**src/rtl/pcm_to_i2s_tx_pkg.sv**
```systemverilog
// Shared project parameters for the I2S transmit output stage.
// Latency: n/a (constants, types and small helpers only).
// Backpressure: n/a.
//
// Contents:
//   NUMBER_OF_BITS : PCM sample width per channel
//   SLOT_BITS      : clk cycles per WS half-period (must exceed NUMBER_OF_BITS)
//   state_t        : transmit FSM state encoding
//   CNT_W          : slot counter width
package pcm_to_i2s_tx_pkg;

    localparam int NUMBER_OF_BITS = 8;
    localparam int SLOT_BITS      = 16;

    // Slot counter must hold 0..SLOT_BITS-1.
    localparam int CNT_W = (SLOT_BITS > 1) ? $clog2(SLOT_BITS) : 1;

    typedef enum logic [1:0] {
        IDLE  = 2'b00,
        LEFT  = 2'b01,
        RIGHT = 2'b10
    } state_t;

    // True when a slot count falls inside the data window 1..NUMBER_OF_BITS.
    // Count 0 is the one-bit delay after the WS edge; counts beyond the
    // sample width are padding.
    function automatic logic in_data_window(input logic [CNT_W-1:0] cnt);
        return (cnt >= CNT_W'(1)) && (cnt <= CNT_W'(NUMBER_OF_BITS));
    endfunction

endpackage

```
**src/rtl/pcm_to_i2s_tx_shifter.sv**
```systemverilog
// Per-channel MSB-first serialiser for one PCM word.
// Latency: the first data bit appears one cycle after the first i_shift following a load.
// Backpressure: none; it shifts whenever the parent asserts i_shift.
//
// Ports:
//   clk, rst_n : clock and asynchronous active-low reset
//   i_load     : capture i_word; the serial output is 0 in the load cycle
//   i_word     : word to serialise
//   i_shift    : emit the current MSB on the next edge and advance
//   o_sd       : registered serial bit, 0 whenever not shifting
module pcm_to_i2s_tx_shifter #(
    parameter int W = 8
) (
    input  logic         clk,
    input  logic         rst_n,
    input  logic         i_load,
    input  logic [W-1:0] i_word,
    input  logic         i_shift,
    output logic         o_sd
);

    logic [W-1:0] r_sr;
    logic         r_sd;

    always_ff @(posedge clk or negedge rst_n) begin
        if (!rst_n) begin
            r_sr <= '0;
            r_sd <= 1'b0;
        end else if (i_load) begin
            // Load cycle is the delay bit slot, so the line stays low.
            r_sr <= i_word;
            r_sd <= 1'b0;
        end else if (i_shift) begin
            r_sd <= r_sr[W-1];
            r_sr <= r_sr << 1;
        end else begin
            // Outside the data window the line is held low; this also lets
            // the parent OR the two channel outputs together.
            r_sd <= 1'b0;
        end
    end

    assign o_sd = r_sd;

endmodule

```
**src/rtl/pcm_to_i2s_tx.sv**
```systemverilog
// I2S transmitter: one left/right PCM pair per frame, MSB first, one-bit delay after WS edges.
// Latency: a held pair is loaded on the edge that starts a frame; its MSB appears at slot count 1.
// Backpressure: in_ready drops while the single-pair holding register is full.
//
// Optional feature: define PCM_TX_UNDERRUN_REPEAT_EN to resend the last
// transmitted pair on underrun instead of zeros.
//
// Ports:
//   clk       : system clock, also the I2S bit clock
//   rst_n     : asynchronous active-low reset
//   en        : transmit enable, sampled in IDLE and at the end of the RIGHT slot
//   in_left   : left PCM sample
//   in_right  : right PCM sample
//   in_valid  : sample pair valid
//   in_ready  : holding register empty
//   ws        : word select, 0 = left slot, 1 = right slot
//   sd        : serial data
//   underrun  : one-cycle pulse when a frame starts with no sample held
//   busy      : FSM not IDLE
module pcm_to_i2s_tx
    import pcm_to_i2s_tx_pkg::*;
(
    input  logic                      clk,
    input  logic                      rst_n,
    input  logic                      en,
    input  logic [NUMBER_OF_BITS-1:0] in_left,
    input  logic [NUMBER_OF_BITS-1:0] in_right,
    input  logic                      in_valid,
    output logic                      in_ready,
    output logic                      ws,
    output logic                      sd,
    output logic                      underrun,
    output logic                      busy
);

    localparam logic [CNT_W-1:0] CNT_LAST = CNT_W'(SLOT_BITS - 1);

    // ------------------------------------------------------------------
    // Frame FSM and slot counter
    // ------------------------------------------------------------------
    state_t           r_state;
    state_t           w_nxt_state;
    logic [CNT_W-1:0] r_cnt;
    logic [CNT_W-1:0] w_nxt_cnt;
    logic             w_load;

    always_ff @(posedge clk or negedge rst_n) begin
        if (!rst_n) begin
            r_state <= IDLE;
            r_cnt   <= '0;
        end else begin
            r_state <= w_nxt_state;
            r_cnt   <= w_nxt_cnt;
        end
    end

    always_comb begin
        w_nxt_state = r_state;
        w_nxt_cnt   = r_cnt;
        w_load      = 1'b0;
        case (r_state)
            IDLE: begin
                w_nxt_cnt = '0;
                if (en) begin
                    w_nxt_state = LEFT;
                    w_load      = 1'b1;
                end
            end
            LEFT: begin
                if (r_cnt == CNT_LAST) begin
                    w_nxt_state = RIGHT;
                    w_nxt_cnt   = '0;
                end else begin
                    w_nxt_cnt = r_cnt + CNT_W'(1);
                end
            end
            RIGHT: begin
                if (r_cnt == CNT_LAST) begin
                    w_nxt_cnt = '0;
                    // en only matters at the frame boundary, so a mid-frame
                    // deassertion always lets the current frame finish.
                    if (en) begin
                        w_nxt_state = LEFT;
                        w_load      = 1'b1;
                    end else begin
                        w_nxt_state = IDLE;
                    end
                end else begin
                    w_nxt_cnt = r_cnt + CNT_W'(1);
                end
            end
            default: begin
                w_nxt_state = IDLE;
                w_nxt_cnt   = '0;
            end
        endcase
    end

    // ------------------------------------------------------------------
    // Single-pair holding register
    // ------------------------------------------------------------------
    logic                      r_hold_vld;
    logic [NUMBER_OF_BITS-1:0] r_hold_l;
    logic [NUMBER_OF_BITS-1:0] r_hold_r;
    logic                      w_accept;

    assign w_accept = in_valid && !r_hold_vld;
    assign in_ready = !r_hold_vld;

    always_ff @(posedge clk or negedge rst_n) begin
        if (!rst_n) begin
            r_hold_vld <= 1'b0;
            r_hold_l   <= '0;
            r_hold_r   <= '0;
        end else if (w_accept) begin
            // Accept implies the register was empty, so a load on this same
            // edge had nothing to take; the new pair waits for the next frame.
            r_hold_vld <= 1'b1;
            r_hold_l   <= in_left;
            r_hold_r   <= in_right;
        end else if (w_load) begin
            r_hold_vld <= 1'b0;
        end
    end

    // ------------------------------------------------------------------
    // Frame load source: held pair, or underrun fill
    // ------------------------------------------------------------------
    logic [NUMBER_OF_BITS-1:0] w_fill_l;
    logic [NUMBER_OF_BITS-1:0] w_fill_r;
    logic [NUMBER_OF_BITS-1:0] w_load_l;
    logic [NUMBER_OF_BITS-1:0] w_load_r;

`ifdef PCM_TX_UNDERRUN_REPEAT_EN
    logic [NUMBER_OF_BITS-1:0] r_last_l;
    logic [NUMBER_OF_BITS-1:0] r_last_r;

    // Remembers the last pair actually taken from the holding register.
    always_ff @(posedge clk or negedge rst_n) begin
        if (!rst_n) begin
            r_last_l <= '0;
            r_last_r <= '0;
        end else if (w_load && r_hold_vld) begin
            r_last_l <= r_hold_l;
            r_last_r <= r_hold_r;
        end
    end

    assign w_fill_l = r_last_l;
    assign w_fill_r = r_last_r;
`else
    assign w_fill_l = '0;
    assign w_fill_r = '0;
`endif

    assign w_load_l = r_hold_vld ? r_hold_l : w_fill_l;
    assign w_load_r = r_hold_vld ? r_hold_r : w_fill_r;

    // ------------------------------------------------------------------
    // Serialisers. Shift decisions use the next-state count so that sd is
    // registered and lines up with the state/count it belongs to.
    // ------------------------------------------------------------------
    logic w_shift_l;
    logic w_shift_r;
    logic w_sd_l;
    logic w_sd_r;

    assign w_shift_l = (w_nxt_state == LEFT)  && in_data_window(w_nxt_cnt);
    assign w_shift_r = (w_nxt_state == RIGHT) && in_data_window(w_nxt_cnt);

    pcm_to_i2s_tx_shifter #(
        .W (NUMBER_OF_BITS)
    ) u_shift_l (
        .clk     (clk),
        .rst_n   (rst_n),
        .i_load  (w_load),
        .i_word  (w_load_l),
        .i_shift (w_shift_l),
        .o_sd    (w_sd_l)
    );

    pcm_to_i2s_tx_shifter #(
        .W (NUMBER_OF_BITS)
    ) u_shift_r (
        .clk     (clk),
        .rst_n   (rst_n),
        .i_load  (w_load),
        .i_word  (w_load_r),
        .i_shift (w_shift_r),
        .o_sd    (w_sd_r)
    );

    // Each shifter drives 0 outside its own data window, so an OR merges
    // them without a ws-controlled mux.
    assign sd = w_sd_l | w_sd_r;

    // ------------------------------------------------------------------
    // Registered ws and underrun
    // ------------------------------------------------------------------
    logic r_ws;
    logic r_underrun;

    always_ff @(posedge clk or negedge rst_n) begin
        if (!rst_n) begin
            r_ws       <= 1'b0;
            r_underrun <= 1'b0;
        end else begin
            r_ws       <= (w_nxt_state == RIGHT);
            r_underrun <= w_load && !r_hold_vld;
        end
    end

    assign ws       = r_ws;
    assign underrun = r_underrun;
    assign busy     = (r_state != IDLE);

endmodule
```
**config.mk**
```make
export PLATFORM = sky130hd
export DESIGN_NAME = pcm_to_i2s_tx
export DESIGN_NICKNAME = d
export VERILOG_FILES = /design/src/rtl/pcm_to_i2s_tx_pkg.sv /design/src/rtl/pcm_to_i2s_tx_shifter.sv /design/src/rtl/pcm_to_i2s_tx.sv
export SDC_FILE = /design/constraint.sdc
export NUM_CORES = 1
export LEC_CHECK = 0
export BUFFER_PORTS_ARGS = -buffer_cell sky130_fd_sc_hd__buf_2
export CORE_ASPECT_RATIO = 0.6
export CORE_MARGIN = 2
export CORE_UTILIZATION = 32
export DETAILED_ROUTE_END_ITERATION = 12
export PLACE_DENSITY = 0.47
export RECOVER_POWER = 100
export SLEW_MARGIN = 0
export SYNTH_ARGS = -nofsm -noshare
export SYNTH_HDL_FRONTEND = slang
export SYNTH_SLANG_ARGS = --single-unit
```
**constraint.sdc**
```tcl
create_clock -name clk -period 4.9 [get_ports clk]
set_input_delay 0.49 -clock clk [delete_from_list [all_inputs] [get_ports clk]]
set_output_delay 0.49 -clock clk [all_outputs]
set_load 0.005 [all_outputs]
```
==> metrics <==
run status=complete, but fails checks; failing checks=capacitance limit, slew limit; fin util=0.367; Clock Pin Slew Worst Setup and Hold Paths=around 0.090 ns; Crit path arrival time=around 2.8 ns; FFs w/ async S/R, synth=1.00; critical-path cell list=ha_1, and3_2, a21oi_1, or2_0, nor3_1, o221ai_1; PwrDens=572 mW/mm²; Root Driver=clkbuf_8; Cells after Synth=192; Die Ht=approximately 67 µm; clock sink count=43; register area share after synthesis=0.511; setup violators final=0; CTS max path bufs=2; Post-synth EDFFs=0; initial antenna violation count=0; crit path max fanout=8; most common cell after layout, fill and taps aside=dfrtp_1; CP max-delay cell=nor3_1; Wirelength per Cell=15.0 µm; P_sw=roughly 500 µW; RR Startpoint=r_cnt[0]; Hold/Removal Path Class=in -> reg; fin. max-slew vios=44; fillers=617; area grow syn2layout=8.97%; # hold bufs at CTS=0; routed vias/inst=5.08; RSZ-0062 raised after global routing=no; Tot Pwr=1.31 mW; Final Hold Fails=0; DRT Wirelength=4440 µm; GP Congestion=0.822; mapped cell area=0.00211 mm²; global-route wire length before repair=roughly 7400 µm; achievable frequency=377 MHz; Crit Path Category=reg -> reg; area of the core=0.00625 mm²; sw frac=0.384; # Post-CTS Setup Buffers=0; Crit. End Element=register; Worst setup SP type=register; IO Pins=25; Reg2Reg Depth=6; Starting Density=0.337; Remaining Overflow, GRT=0; Worst Tran Pin Value=2.31 ns; DR DRC count=0; Crit Reg-Reg Endpoint=u_shift_r.r_sr[6]; Avg Inst Size Synth=11.0 µm²; Slew headroom=-0.542; fraction of layout instances using a drive strength above 1=0.236; P_leak=0.985 nW; Max Cap Violations=1; Detailed Route Iter0 Violations=~100; Combinational Power Share=0.363; Total Nets Final=236; pin count of the biggest net entering global routing=44; Peak VDD IR=184 µV; hold path cells=2; min cycle time layout=2.65 ns; Setup Skew=roughly 0.005 ns; Hold Startpoint=in_right[4]; most frequent cells in the layout=dfrtp_1 (43), nand3_1 (22), buf_2 (21); row count=22; post-synthesis cell type count=43; via count=1504; H-Tree Depth=2; Hold Path End=r_hold_r[4]; part of the power in registers=0.464; Worst Path Required=5.04 ns; Routed Antenna Nets=0; flops & latches, synth=43; internal power=809 µW; CTS Buf Count=5; worst skew pair latency=0.29 ns; Post-Syn Nets=roughly 220; total track usage=0.137; Critical Path Max Stage Delay=0.81 ns; setup TNS=0 ns; Final HPWL DP=roughly 3100 µm; Final period util=0.541; cts repair resizes=0; port buffer count=24; area of the die=0.00727 mm²; CTS tree=done; FF-to-FF setup slack=2.25 ns; clock power share=0.173; ys flop type=dfrtp_1; drt pass-1 iters=4; Die X=between 100 and 150 µm; vias in the first global route=~1400; Diodes inserted=0; YS warnings=0
-- power groups by stage --
stage          Combinational, mW  Clock [mW]  Sequential (mW)
6_report                   0.477       0.227            0.609
5_1_grt                    0.541       0.255            0.632
4_1_cts                    0.502       0.236            0.610
3_5_place_dp               0.500           0            0.615
3_3_place_gp               0.508           0            0.614
2_1_floorplan              0.452           0            0.561
-- worst max-delay path by stage --
stage,from,cells past startpoint,slack [ns],endpoint
floorplan,r_cnt[0],6,2.89,u_shift_r.r_sr[7]
global placement,r_state[0],7,2.61,u_shift_l.r_sr[5]
detailed placement,r_state[0],7,2.68,u_shift_l.r_sr[5]
CTS,r_cnt[0],6,2.65,u_shift_l.r_sr[5]
global route,r_cnt[0],6,2.04,u_shift_r.r_sr[6]
finish,r_cnt[0],6,2.25,u_shift_r.r_sr[6]
-- synth_stat cells, drive strengths merged, types with 2 or more instances --
master,number,area share
a21oi,3,0.0071
or2,2,0.0059
inv,6,0.011
nand4,8,0.027
and2b,2,0.0071
clkbuf,5,0.0089
mux2,16,0.086
and3,2,0.0065
ha,5,0.030
nand3,22,0.055
o211ai,11,0.039
nor3,3,0.015
buf,7,0.030
o221ai,6,0.025
o21ai,5,0.012
or4,2,0.0071
o31ai,2,0.0071
and2,6,0.019
nand2,17,0.030
nor2,7,0.012
dfrtp,43,0.51
-- metrics by stage --
stage	cell area [µm²]	cells	setup slack, ns	hold slack (ns)
after detailed placement	2240	288	2.68	0.497
after global placement	2240	288	2.61	0.491
after floorplan	2110	192	2.89	0.194
final	2290	296	2.25	0.418
after global routing	2290	296	2.04	0.404
after CTS	2330	296	2.65	0.392
-- sequential cells by signal, indices dropped and copies added, names as in the netlist --
signal          cells
r_hold_l            8
r_hold_r            8
u_shift_l.r_sr      8
u_shift_r.r_sr      8
r_cnt               4
r_state             2
r_hold_vld          1
u_shift_l.o_sd      1
u_shift_r.o_sd      1
underrun            1
ws                  1
-- worst max-delay path, delay by kind of cell, from the launching register on --
family	cells	cell delay [ns]
DFF	1	0.44
and+or+nand+nor	3	1.41
adders and majority gates	1	0.33
AOI/OAI and AO/OA	2	0.31
-- kinds of logic (layout without fill, tap and decap cells) --
| kind of cell | count (synthesis) | count (layout) | synth area share |
|---|---|---|---|
| multiplexers | 16 | 16 | 0.0856 |
| buffers and inverters | 19 | 39 | 0.0553 |
| flip-flops | 43 | 43 | 0.511 |
| adder cells (fa/ha/maj) | 5 | 5 | 0.0297 |
| AO/OA/AOI/OAI | 31 | 31 | 0.110 |
| XOR/XNOR | 1 | 1 | 0.00416 |
| AND/OR/NAND/NOR | 77 | 77 | 0.204 |
-- per-layer routing --
| layer | GRT usage | routed length, µm |
|---|---|---|
| met1 | 0.228 | 2540 |
| met2 | 0.163 | 1690 |
| met3 | 0.0352 | 173 |
| met5 | 0 | 0 |
| met4 | 0.0385 | 32 |
-- layout make-up --
| cell class | count | area (µm²) | share of cell area |
|---|---|---|---|
| Clock buffer | 6 | 72.6 | 0.0316 |
| Clock inverter | 2 | 12.5 | 0.00545 |
| Sequential cell | 43 | 1080 | 0.469 |
| Tap cell | 84 | 105 | 0.0458 |
| Multi-Input combinational cell | 130 | 886 | 0.386 |
| Inverter | 6 | 22.5 | 0.00981 |
| Timing Repair Buffer | 25 | 120 | 0.0523 |
(Power assumes the default switching activity.)
